<file path="config.mk">
export PLATFORM = sky130hd
export DESIGN_NAME = cmpl_prod_requant_flat
export DESIGN_NICKNAME = d
export VERILOG_FILES = /design/src/rtl/cmpl_prod_requant_pkg.sv /design/src/rtl/cmpl_prod_requant_if.sv /design/src/rtl/cmpl_fifo_fwft.sv /design/src/rtl/cmpl_prod_requant.sv /design/src/flat_wrapper.sv
export SDC_FILE = /design/constraint.sdc
export NUM_CORES = 1
export LEC_CHECK = 0
export CAP_MARGIN = 20
export CORE_UTILIZATION = 25
export CTS_CLUSTER_DIAMETER = 100
export DETAILED_ROUTE_END_ITERATION = 7
export MAX_ROUTING_LAYER = met4
export SETUP_SLACK_MARGIN = 0.1
export SLEW_MARGIN = 15
export SYNTH_ARGS = -nofsm -noshare
export SYNTH_HDL_FRONTEND = slang
export SYNTH_SLANG_ARGS = --single-unit
</file>
<file path="constraint.sdc">
create_clock -name clock -period 5.7 [get_ports clock]
set_input_delay 1.14 -clock clock [delete_from_list [all_inputs] [get_ports clock]]
set_output_delay 1.14 -clock clock [all_outputs]
set_load 0.05 [all_outputs]
</file>
<file path="src/rtl/cmpl_prod_requant_pkg.sv">
// Shared widths and helpers for the complex-product requantiser.
package cmpl_prod_requant_pkg;

    localparam int unsigned FFT_PROD_W = 36;
    localparam int unsigned FFT_SMP_W  = 18;
    localparam int unsigned SHIFT_W    = 6;

    // Largest useful right shift for a 36-bit product.
    localparam logic [SHIFT_W-1:0] SHIFT_MAX = 6'd35;

    function automatic logic [SHIFT_W-1:0] clamp_shift(input logic [SHIFT_W-1:0] sh);
        return (sh > SHIFT_MAX) ? SHIFT_MAX : sh;
    endfunction

endpackage

</file>
<file path="src/rtl/cmpl_prod_requant_if.sv">
// Product input strobe plus requantised-sample valid/ready output, bundled as one bus.
interface cmpl_prod_requant_if
    import cmpl_prod_requant_pkg::*;
#(
    parameter int unsigned IN_W  = FFT_PROD_W,
    parameter int unsigned OUT_W = FFT_SMP_W
);

    logic               in_valid;
    logic [IN_W-1:0]    in_real;
    logic [IN_W-1:0]    in_imag;
    logic [SHIFT_W-1:0] shift_cfg;
    logic               out_valid;
    logic               out_ready;
    logic [OUT_W-1:0]   out_real;
    logic [OUT_W-1:0]   out_imag;
    logic               out_sat;

    // Producer of products / consumer of samples.
    modport master (
        output in_valid, in_real, in_imag, shift_cfg, out_ready,
        input  out_valid, out_real, out_imag, out_sat
    );

    // The requantiser itself.
    modport slave (
        input  in_valid, in_real, in_imag, shift_cfg, out_ready,
        output out_valid, out_real, out_imag, out_sat
    );

endinterface

</file>
<file path="src/rtl/cmpl_fifo_fwft.sv">
// First-word fall-through FIFO; head entry is visible on rd_data_o whenever not empty.
module cmpl_fifo_fwft
    import cmpl_prod_requant_pkg::*;
#(
    parameter int unsigned WIDTH = 2 * FFT_SMP_W + 1,
    parameter int unsigned DEPTH = 4
) (
    input  logic                     clock,
    input  logic                     rst_n,
    input  logic                     wr_en_i,
    input  logic [WIDTH-1:0]         wr_data_i,
    input  logic                     rd_en_i,
    output logic [WIDTH-1:0]         rd_data_o,
    output logic                     empty_o,
    output logic                     full_o,
    output logic [$clog2(DEPTH):0]   level_o
);

    localparam int unsigned AW = $clog2(DEPTH);
    localparam logic [AW:0] LVL_FULL = (AW + 1)'(DEPTH);

    logic [WIDTH-1:0] mem_q [DEPTH];
    logic [AW-1:0]    wr_ptr_q, wr_ptr_d;
    logic [AW-1:0]    rd_ptr_q, rd_ptr_d;
    logic [AW:0]      level_q, level_d;
    logic             do_wr, do_rd;

    assign empty_o   = (level_q == '0);
    assign full_o    = (level_q == LVL_FULL);
    assign level_o   = level_q;
    assign rd_data_o = mem_q[rd_ptr_q];

    // A write into a full FIFO is only taken when the head leaves in the same cycle.
    assign do_rd = rd_en_i & ~empty_o;
    assign do_wr = wr_en_i & (~full_o | do_rd);

    // Pointer and occupancy next state; pointers wrap naturally as DEPTH is a power of two.
    always_comb begin
        wr_ptr_d = wr_ptr_q;
        rd_ptr_d = rd_ptr_q;
        level_d  = level_q;
        if (do_wr) wr_ptr_d = wr_ptr_q + 1'b1;
        if (do_rd) rd_ptr_d = rd_ptr_q + 1'b1;
        unique case ({do_wr, do_rd})
            2'b10:   level_d = level_q + 1'b1;
            2'b01:   level_d = level_q - 1'b1;
            default: level_d = level_q;
        endcase
    end

    // Control state, flushed asynchronously by reset.
    always_ff @(posedge clock or negedge rst_n) begin
        if (!rst_n) begin
            wr_ptr_q <= '0;
            rd_ptr_q <= '0;
            level_q  <= '0;
        end else begin
            wr_ptr_q <= wr_ptr_d;
            rd_ptr_q <= rd_ptr_d;
            level_q  <= level_d;
        end
    end

    // Storage is not reset; stale entries are never visible because level gates validity.
    always_ff @(posedge clock) begin
        if (do_wr) mem_q[wr_ptr_q] <= wr_data_i;
    end

endmodule

</file>
<file path="src/rtl/cmpl_prod_requant.sv">
// Rounds, shifts and saturates complex products, then buffers them for the next stage.
module cmpl_prod_requant
    import cmpl_prod_requant_pkg::*;
#(
    parameter int unsigned IN_W  = FFT_PROD_W,
    parameter int unsigned OUT_W = FFT_SMP_W,
    parameter int unsigned DEPTH = 4,
    parameter int unsigned CNT_W = 16
) (
    input  logic                   clock,
    input  logic                   rst_n,
    cmpl_prod_requant_if.slave     bus_if,
    input  logic                   clr_stats_i,
    output logic [$clog2(DEPTH):0] fifo_level_o,
    output logic [CNT_W-1:0]       sat_cnt_o,
    output logic                   ovf_sticky_o
);

    localparam int unsigned FIFO_W = 2 * OUT_W + 1;

    localparam logic signed [IN_W:0] RND_ONE = {{IN_W{1'b0}}, 1'b1};
    localparam logic signed [IN_W:0] SAT_MAX = {{(IN_W - OUT_W + 2){1'b0}}, {(OUT_W - 1){1'b1}}};
    localparam logic signed [IN_W:0] SAT_MIN = {{(IN_W - OUT_W + 2){1'b1}}, {(OUT_W - 1){1'b0}}};

    // Returns {clamped_flag, OUT_W-bit value}.
    function automatic logic [OUT_W:0] saturate(input logic signed [IN_W:0] v);
        if (v > SAT_MAX)      return {1'b1, SAT_MAX[OUT_W-1:0]};
        else if (v < SAT_MIN) return {1'b1, SAT_MIN[OUT_W-1:0]};
        else                  return {1'b0, v[OUT_W-1:0]};
    endfunction

    logic [SHIFT_W-1:0]    shift;
    logic signed [IN_W:0]  rnd, re_sum, im_sum;
    logic signed [IN_W:0]  s1_re_d, s1_im_d, s1_re_q, s1_im_q;
    logic                  s1_valid_q;
    logic [OUT_W:0]        re_sat, im_sat;
    logic [FIFO_W-1:0]     s2_data_d, s2_data_q;
    logic                  s2_valid_q;

    logic                  fifo_empty, fifo_full, pop, wr_ok, drop;
    logic [FIFO_W-1:0]     head;
    logic [CNT_W-1:0]      sat_cnt_q, sat_cnt_d;
    logic                  ovf_q, ovf_d;

    // Stage 1: add half an LSB of the shifted result, then arithmetic shift.
    always_comb begin
        shift   = clamp_shift(bus_if.shift_cfg);
        rnd     = (shift == '0) ? '0 : (RND_ONE << (shift - 6'd1));
        re_sum  = $signed({bus_if.in_real[IN_W-1], bus_if.in_real}) + rnd;
        im_sum  = $signed({bus_if.in_imag[IN_W-1], bus_if.in_imag}) + rnd;
        s1_re_d = re_sum >>> shift;
        s1_im_d = im_sum >>> shift;
    end

    // Stage 2: clamp both components and tag the sample if either clipped.
    always_comb begin
        re_sat    = saturate(s1_re_q);
        im_sat    = saturate(s1_im_q);
        s2_data_d = {re_sat[OUT_W] | im_sat[OUT_W], re_sat[OUT_W-1:0], im_sat[OUT_W-1:0]};
    end

    // Free-running two-stage pipeline; never stalls on out_ready.
    always_ff @(posedge clock or negedge rst_n) begin
        if (!rst_n) begin
            s1_valid_q <= 1'b0;
            s1_re_q    <= '0;
            s1_im_q    <= '0;
            s2_valid_q <= 1'b0;
            s2_data_q  <= '0;
        end else begin
            s1_valid_q <= bus_if.in_valid;
            s1_re_q    <= s1_re_d;
            s1_im_q    <= s1_im_d;
            s2_valid_q <= s1_valid_q;
            s2_data_q  <= s2_data_d;
        end
    end

    assign pop   = ~fifo_empty & bus_if.out_ready;
    assign wr_ok = s2_valid_q & (~fifo_full | pop);
    assign drop  = s2_valid_q & fifo_full & ~pop;

    cmpl_fifo_fwft #(
        .WIDTH (FIFO_W),
        .DEPTH (DEPTH)
    ) u_fifo (
        .clock     (clock),
        .rst_n     (rst_n),
        .wr_en_i   (s2_valid_q),
        .wr_data_i (s2_data_q),
        .rd_en_i   (pop),
        .rd_data_o (head),
        .empty_o   (fifo_empty),
        .full_o    (fifo_full),
        .level_o   (fifo_level_o)
    );

    // Head fields are forced to zero while empty so nothing stale leaks out.
    always_comb begin
        bus_if.out_valid = ~fifo_empty;
        bus_if.out_sat   = fifo_empty ? 1'b0 : head[FIFO_W-1];
        bus_if.out_real  = fifo_empty ? '0 : head[2*OUT_W-1:OUT_W];
        bus_if.out_imag  = fifo_empty ? '0 : head[OUT_W-1:0];
    end

    // Statistics next state; clear beats any same-cycle event.
    always_comb begin
        sat_cnt_d = sat_cnt_q;
        ovf_d     = ovf_q;
        if (clr_stats_i) begin
            sat_cnt_d = '0;
            ovf_d     = 1'b0;
        end else begin
            if (wr_ok && s2_data_q[FIFO_W-1] && (sat_cnt_q != '1)) sat_cnt_d = sat_cnt_q + 1'b1;
            if (drop) ovf_d = 1'b1;
        end
    end

    // Statistics registers.
    always_ff @(posedge clock or negedge rst_n) begin
        if (!rst_n) begin
            sat_cnt_q <= '0;
            ovf_q     <= 1'b0;
        end else begin
            sat_cnt_q <= sat_cnt_d;
            ovf_q     <= ovf_d;
        end
    end

    assign sat_cnt_o    = sat_cnt_q;
    assign ovf_sticky_o = ovf_q;

endmodule

</file>
<file path="src/flat_wrapper.sv">
// flat-port wrapper written by rule: the top's interface ports become plain ports
module cmpl_prod_requant_flat import cmpl_prod_requant_pkg::*;
#(
    parameter int unsigned IN_W  = FFT_PROD_W,
    parameter int unsigned OUT_W = FFT_SMP_W,
    parameter int unsigned DEPTH = 4,
    parameter int unsigned CNT_W = 16
)
  (clock, rst_n, clr_stats_i, fifo_level_o, sat_cnt_o, ovf_sticky_o, bus_if_in_valid, bus_if_in_real, bus_if_in_imag, bus_if_shift_cfg, bus_if_out_ready, bus_if_out_valid, bus_if_out_real, bus_if_out_imag, bus_if_out_sat);
  cmpl_prod_requant_if #(.IN_W(IN_W), .OUT_W(OUT_W)) bus_if_i ();
  input  logic clock;
  input  logic rst_n;
  input  logic clr_stats_i;
  output logic [$clog2(DEPTH):0] fifo_level_o;
  output logic [CNT_W-1:0] sat_cnt_o;
  output logic ovf_sticky_o;
  input wire logic [$bits(bus_if_i.in_valid)-1:0] bus_if_in_valid;
  input wire logic [$bits(bus_if_i.in_real)-1:0] bus_if_in_real;
  input wire logic [$bits(bus_if_i.in_imag)-1:0] bus_if_in_imag;
  input wire logic [$bits(bus_if_i.shift_cfg)-1:0] bus_if_shift_cfg;
  input wire logic [$bits(bus_if_i.out_ready)-1:0] bus_if_out_ready;
  output wire logic [$bits(bus_if_i.out_valid)-1:0] bus_if_out_valid;
  output wire logic [$bits(bus_if_i.out_real)-1:0] bus_if_out_real;
  output wire logic [$bits(bus_if_i.out_imag)-1:0] bus_if_out_imag;
  output wire logic [$bits(bus_if_i.out_sat)-1:0] bus_if_out_sat;
  assign bus_if_i.in_valid = bus_if_in_valid;
  assign bus_if_i.in_real = bus_if_in_real;
  assign bus_if_i.in_imag = bus_if_in_imag;
  assign bus_if_i.shift_cfg = bus_if_shift_cfg;
  assign bus_if_i.out_ready = bus_if_out_ready;
  assign bus_if_out_valid = bus_if_i.out_valid;
  assign bus_if_out_real = bus_if_i.out_real;
  assign bus_if_out_imag = bus_if_i.out_imag;
  assign bus_if_out_sat = bus_if_i.out_sat;
  cmpl_prod_requant #(.IN_W(IN_W), .OUT_W(OUT_W), .DEPTH(DEPTH), .CNT_W(CNT_W)) u_core (.clock(clock), .rst_n(rst_n), .bus_if(bus_if_i), .clr_stats_i(clr_stats_i), .fifo_level_o(fifo_level_o), .sat_cnt_o(sat_cnt_o), .ovf_sticky_o(ovf_sticky_o));
endmodule
</file>
* Word level (Yosys, flattened, before mapping)
Memories as Yosys holds them, arrays and structs flattened.
Index checks and enable logic that the tools add are counted.
** Word-level totals
- Memories :: 1
- Bits in registers :: 137
- Output and inout port bits :: 58
- Memory bits (writable) :: 148
- Logic and storage cells :: 66
** Memories
- u_core.u_fifo.mem_q :: words 4, width 37, rd ports 1, clocked after memory_dff 0, wr ports 1, RTL line cmpl_fifo_fwft.sv:22 : logic [WIDTH-1:0] mem_q [DEPTH];
** Operators by class
- $add $sub $neg :: 8
- $lt $le $gt $ge :: 5
- Reduce and logical (&&, ||, !) cells :: 7
- Shifts and indexed selects :: 3
- Bitwise gates (word level) :: 12
- Equality and inequality tests :: 4
- Muxes and demuxes :: 16
** Operators with widths (number)
- 2-to-1 mux 19 bit :: 4
- adder 36 x 37 -> 37 bit :: 2
- > comparator 37 x 18 -> 1 bit (second input constant) :: 2
- less-than comparator 37 x 18 -> 1 bit (second input constant) :: 2
- >>> shifter 37 x 6 -> 37 bit :: 2
- 2-to-1 mux 37 bit :: 1
- << shifter 1 x 6 -> 37 bit (first input constant) :: 1
- 2-to-1 mux 18 bit :: 2
- 2-to-1 mux 16 bit :: 2
- adder 16 x 1 -> 16 bit (second input constant) :: 1
- inequality test 16 bit (second input constant) :: 1
- AND 1 bit :: 6
- > comparator 6 bit (second input constant) :: 1
- zero test 6 bit :: 1
- 2-to-1 mux 6 bit :: 1
- one-hot mux 3 bit (2 select lines) :: 1
- nonzero test 2 bit :: 3
- subtractor 6 x 1 -> 6 bit (second input constant) :: 1
- 2-to-1 mux 1 bit :: 5
- adder 2 x 1 -> 2 bit (second input constant) :: 2
- adder 3 x 1 -> 3 bit (second input constant) :: 1
- equality test 3 bit (second input constant) :: 1
- zero test 3 bit :: 1
- NOT 1 bit :: 3
- other kinds (5) :: 8

* Logic depth before layout (Yosys ltp)
Gate-level depths: netlist (run 1).
- Depth after elaboration :: 9
- Gate-level depth with buffers :: 24
- Mapped depth without buffers :: 19

* Modules after synthesis
A second synthesis (run 1) with hierarchy kept.
** Unflattened totals
- Cells, all modules :: 2420
- Area total of the unflattened synthesis :: 21675.8 um^2
** By module, submodules not included
- cmpl_prod_requant :: area an instance 15916.5 um^2, instances 1, cells an instance 2189
- cmpl_fifo_fwft :: area an instance 5759.3 um^2, instances 1, cells an instance 231

* Worst setup path before layout (run 1)
OpenSTA, ideal clock, no wires.
- Path kind :: input port to flip-flop
- Start point :: input bus_if_shift_cfg[4]
- End point :: register u_core.s1_re_q[14]
- Buffers on the path :: 5
- Slack :: -0.571 ns
- Stages on the path :: 23
- Required time :: 5.562 ns
- Arrival time :: 6.132 ns
- Path through :: buf_4 buf_1 inv_1 a21oi_1 nor2_1 nand2_1 clkbuf_1 clkbuf_1 nor2_1 ha_1 clkbuf_1 o2111a_1 a311oi_1 o21ai_0 a31oi_1 o31ai_4 a221oi_2 xor2_2 inv_2 o211ai_2 mux2_1 a21oi_1 or4_1
** On the way
- Cells in the longest elaborated chain, start to end :: 7
- Elaborated cells on any way between the ends :: 8
- Classes of those cells :: 2 x add/sub; 1 x order compare; 2 x shift; 2 x mux; 1 x reduce/logical
** Ends and longest elaborated chain
- from (decl) :: RTL line flat_wrapper.sv:20 : input wire logic [$bits(bus_if_i.shift_cfg)-1:0] bus_if_shift_cfg;
- > comparator 6 bit :: RTL line cmpl_prod_requant_pkg.sv:12 : return (sh > SHIFT_MAX) ? SHIFT_MAX : sh;
- 2-to-1 mux 6 bit (*) :: RTL line cmpl_prod_requant_pkg.sv:12
- subtractor 6 x 1 -> 6 bit :: RTL line cmpl_prod_requant.sv:48 : rnd = (shift == '0) ? '0 : (RND_ONE << (shift - 6'd1));
- << shifter 1 x 6 -> 37 bit :: RTL line cmpl_prod_requant.sv:48
- 2-to-1 mux 37 bit :: RTL line cmpl_prod_requant.sv:48
- adder 36 x 37 -> 37 bit :: RTL line cmpl_prod_requant.sv:49 : re_sum = $signed({bus_if.in_real[IN_W-1], bus_if.in_real}) + rnd;
- >>> shifter 37 x 6 -> 37 bit (*) :: RTL line cmpl_prod_requant.sv:51 : s1_re_d = re_sum >>> shift;
- net u_core.s1_re_d[14] :: RTL line cmpl_prod_requant.sv:34 : logic signed [IN_W:0] s1_re_d, s1_im_d, s1_re_q, s1_im_q;
- to (signal assigned) :: RTL line cmpl_prod_requant.sv:72 : s1_re_q <= s1_re_d;
- to (decl) :: RTL line cmpl_prod_requant.sv:34
The timed path passes the listed nets; every way through them passes the cells marked *.
A chain may end at the register's enable or synchronous reset.

* Final worst setup path (run 1)
- Start point :: input bus_if_shift_cfg[5]
- End point :: register u_core.s1_im_q[27]
** On the way
- Cells in the longest elaborated chain, start to end :: 7
- Elaborated cells on any way between the ends :: 8
- Classes of those cells :: 2 x add/sub; 1 x order compare; 2 x shift; 2 x mux; 1 x reduce/logical
** Ends and longest elaborated chain
- > comparator 6 bit :: RTL line cmpl_prod_requant_pkg.sv:12
- 2-to-1 mux 6 bit (*) :: RTL line cmpl_prod_requant_pkg.sv:12
- subtractor 6 x 1 -> 6 bit :: RTL line cmpl_prod_requant.sv:48
- << shifter 1 x 6 -> 37 bit :: RTL line cmpl_prod_requant.sv:48
- 2-to-1 mux 37 bit :: RTL line cmpl_prod_requant.sv:48
- adder 36 x 37 -> 37 bit :: RTL line cmpl_prod_requant.sv:50 : im_sum = $signed({bus_if.in_imag[IN_W-1], bus_if.in_imag}) + rnd;
- >>> shifter 37 x 6 -> 37 bit (*) :: RTL line cmpl_prod_requant.sv:52 : s1_im_d = im_sum >>> shift;
- net u_core.s1_im_d[27] :: RTL line cmpl_prod_requant.sv:34
- to (signal assigned) :: RTL line cmpl_prod_requant.sv:73 : s1_im_q <= s1_im_d;
- to (decl) :: RTL line cmpl_prod_requant.sv:34
Marked as above.

==> results of run 1 <==
-- per-layer routing --
layer  global-route usage  wire [um]
met3               0.0135       4990
met4               0.0770       3560
met1                0.274      39300
met5                    -          0
met2                0.326      40800
-- synthesized netlist by cell type, types with 28 or more instances --
cell type and instances:
nand2_1 282, nor2_1 190, a21oi_1 167, edfxtp_1 148
o21ai_0 147, dfrtp_1 137, clkbuf_1 127, and2_1 73
xnor2_1 64, ha_1 54, nand3_1 53, mux2i_1 48
o211ai_1 45, nand4_1 44, mux4_2 40, a21o_1 39
inv_1 39, nor3_1 38, o22ai_1 32, xor2_1 32
a211oi_1 28
-- flip-flops by register name, indices dropped and copies added, names as in the netlist --
name,flops
u_core.u_fifo.mem_q,148
u_core.s1_im_q,37
u_core.s1_re_q,37
u_core.s2_data_q,37
u_core.sat_cnt_o,16
u_core.u_fifo.level_o,3
u_core.u_fifo.rd_ptr_q,2
u_core.u_fifo.wr_ptr_q,2
u_core.ovf_sticky_o,1
u_core.s1_valid_q,1
u_core.s2_valid_q,1
-- cells by family after synthesis --
| family | synth area share |
|---|---|
| AND/OR/NAND/NOR | 0.201 |
| flip-flops | 0.366 |
| multiplexers | 0.0752 |
| other | 0.000174 |
| buffers and inverters | 0.0411 |
| XOR/XNOR | 0.0399 |
| AO/OA/AOI/OAI | 0.243 |
| adder cells (fa/ha/maj) | 0.0333 |
-- power groups by stage --
stage          Combinational (mW)  Clock (mW)  Sequential (mW)
2_1_floorplan                2.28           0             2.81
3_3_place_gp                 3.67           0             2.87
3_5_place_dp                 3.68           0             2.89
4_1_cts                      3.69        1.69             2.85
5_1_grt                      3.93        1.77             2.89
6_report                     3.70        1.65             2.84
-- layout make-up --
| type | count | share of cell area |
|---|---|---|
| clock buffers | 32 | 0.0235 |
| clock inverters | 14 | 0.00395 |
| inverters | 43 | 0.00556 |
| multi-input cells | 1878 | 0.445 |
| flip-flops and latches | 285 | 0.267 |
| well taps | 1144 | 0.0486 |
| repair buffers | 757 | 0.206 |
-- final timing paths --
path / cells past startpoint / end / from
worst max register to register: 8 / u_core.u_fifo.level_o[2]$_DFFE_PN0P_ / u_core.u_fifo.level_o[0]$_DFFE_PN0P_
worst min-delay path: 0 / u_core.s2_valid_q$_DFF_PN0_ / u_core.s1_valid_q$_DFF_PN0_
worst min register to register: 0 / u_core.s2_valid_q$_DFF_PN0_ / u_core.s1_valid_q$_DFF_PN0_
worst max-delay path: 21 / u_core.s1_im_q[27]$_DFF_PN0_ / bus_if_shift_cfg[5]
max in group asynchronous: 2 / u_core.u_fifo.rd_ptr_q[0]$_DFFE_PN0P_ / rst_n
min in group asynchronous: 1 / u_core.s2_data_q[14]$_DFF_PN0_ / rst_n
-- what timing repair did --
action,in CTS,in global routing
hold endpoints to repair,0,0
setup endpoints to repair,6,50
gates resized for setup,2,51
buffers inserted,0,2
pin swaps,0,10
==> flow_summary.json, run 1 <==
{
  "timing.critical_path.buf_inv": 7,
  "first_pass_iters": 6,
  "ir_drop_mv": 0.334,
  "postPlaceCellArea_um2": 28400,
  "yosysTopAreaCell": "edfxtp_1",
  "cts_hold_buf": 0,
  "synth_area_per_cell_um2": 9.05,
  "maxCapViolations": 0,
  "p_int_mw": 5.03,
  "dpl.hpwl_um": 70400,
  "dp_slack_ns": -0.513,
  "synth_edf_count": 148,
  "wl_per_cell_um": 21.3,
  "finish.instance_area_um2": 29500,
  "dr.first_iter.drc_count": 1977,
  "worstSetupPathType": "primary input to flop",
  "grt_pass1_vias": 21200,
  "grtUsageTotal": 0.205,
  "cts_buffer_depth": 3,
  "reg2reg_slack_ns": 3.06,
  "cp_cell_sequence": "clkdlybuf4s50_1 > buf_4 > or4b_1 > nor2_4 > ha_1 > and3_1 > a21oi_2 > o211a_1 > o21ai_1 > buf_4 > o211a_1 > buf_4 > o211ai_1 > mux2i_1 > buf_4 > and2_1 > a211oi_2 > buf_4 > mux2_2 > buf_4 > a221oi_1",
  "ys.warnings.count": 0,
  "root_buffer": "clkbuf_16",
  "power_switching_share": 0.386,
  "worst_slew_pin_slew_ns": 1.02,
  "num_rows": 107,
  "grt_pass1_wl_um": 133000,
  "crit_arrival_ns": 5.91,
  "total_power_mw": 8.19,
  "seq_power_share": 0.347,
  "cp_slowest_stage_delay_ns": 0.57,
  "multi_input_area_um2": 13100,
  "die_area_um2": 87200,
  "period_needed_ns": 5.48,
  "fin_crit_sh": 0.961,
  "synth_area_leaders": "edfxtp_1 21%, dfrtp_1 16%, nand2_1 4.9%, mux4_2 4.2%, a21oi_1 3.9%",
  "wirelength_um": 88600,
  "syn_inst": 2377,
  "setup_viol": 0,
  "final_common_cell": "buf_4",
  "max_freq_mhz": 183,
  "num_antenna_cells": 0,
  "path_delay_family": "buffers and inverters",
  "vias_per_cell": 5.29,
  "hold_class": "flop to flop",
  "finClkSkew_ns": 0.0202,
  "io-pin-count": 141,
  "nFillCells": 8878,
  "cts_tree": "built",
  "yosys_register_bits": 285,
  "die_w_um": 295,
  "area_delta_synth_final_pct": 37.1,
  "final_cell_mix": "612 x buf_4, 275 x nand2_1, 178 x nor2_1",
  "p_sw_mw": 3.16,
  "hold_viol_final": 0,
  "relSlewSlack": 0.320,
  "yosysUniqueCellTypes": 115,
  "cpMostUsedCell": "buf_4",
  "htree_num_levels": 1,
  "grt_max_degree": 98,
  "synthesis.area_um2": 21500,
  "leakage_nw": 12.0,
  "hold_slack_ns": 0.354,
  "finish.utilization": 0.346,
  "regArea_um2": 7870,
  "ant_nets": 0,
  "fp.dieH_um": 295,
  "numCtsBuffers": 25,
  "numPortBuffers": 140,
  "maxSlewViolCount": 0,
  "crit_fanout": 5,
  "grt_overflow": 0,
  "dr_total_vias": 22000,
  "yosys_most_used_dff": "edfxtp_1",
  "fin_setup_tns_ns": 0,
  "slowest_stage": "or4b_1",
  "route.detailed.drc": 0,
  "worst_slack_ns": 0.223,
  "final_cells": 4153,
  "p_clk_frac": 0.202,
  "cp-start-kind": "primary input",
  "async_reset_ff_frac": 0.481,
  "status": "finished, final reports clean",
  "cts_sinks": 285,
  "yosysTopAreaCellShare": 0.207,
  "critPathRequiredTime_ns": 6.13,
  "dp_cells": 4105,
  "nets": 3128,
  "ys_seq_area_frac": 0.366,
  "drive_gt1_frac": 0.285,
  "cp-end-kind": "flop",
  "power_density_nw_per_um2": 278,
  "start_util": 0.253,
  "antenna_found_initial": 0,
  "core_region_area_um2": 85100,
  "clk_latency_ns": 0.53,
  "gp_congestion": 1.05,
  "power_frac_comb": 0.452,
  "clkTransAtPathRegs_ns": 0.07,
  "grt_setup_unrepaired": "yes"
}
Power figures use the tool's default switching activity.
==> run 2: changes to the inputs <==
--- a/config.mk
+++ b/config.mk
@@ -5,7 +5,7 @@
 export SDC_FILE = /design/constraint.sdc
 export NUM_CORES = 1
 export LEC_CHECK = 0
-export CAP_MARGIN = 20
+export CAP_MARGIN = 15
 export CORE_UTILIZATION = 25
 export CTS_CLUSTER_DIAMETER = 100
 export DETAILED_ROUTE_END_ITERATION = 7
==> results of run 2 <==
No change in the layout: final DEF, timing and power equal those of run 1.
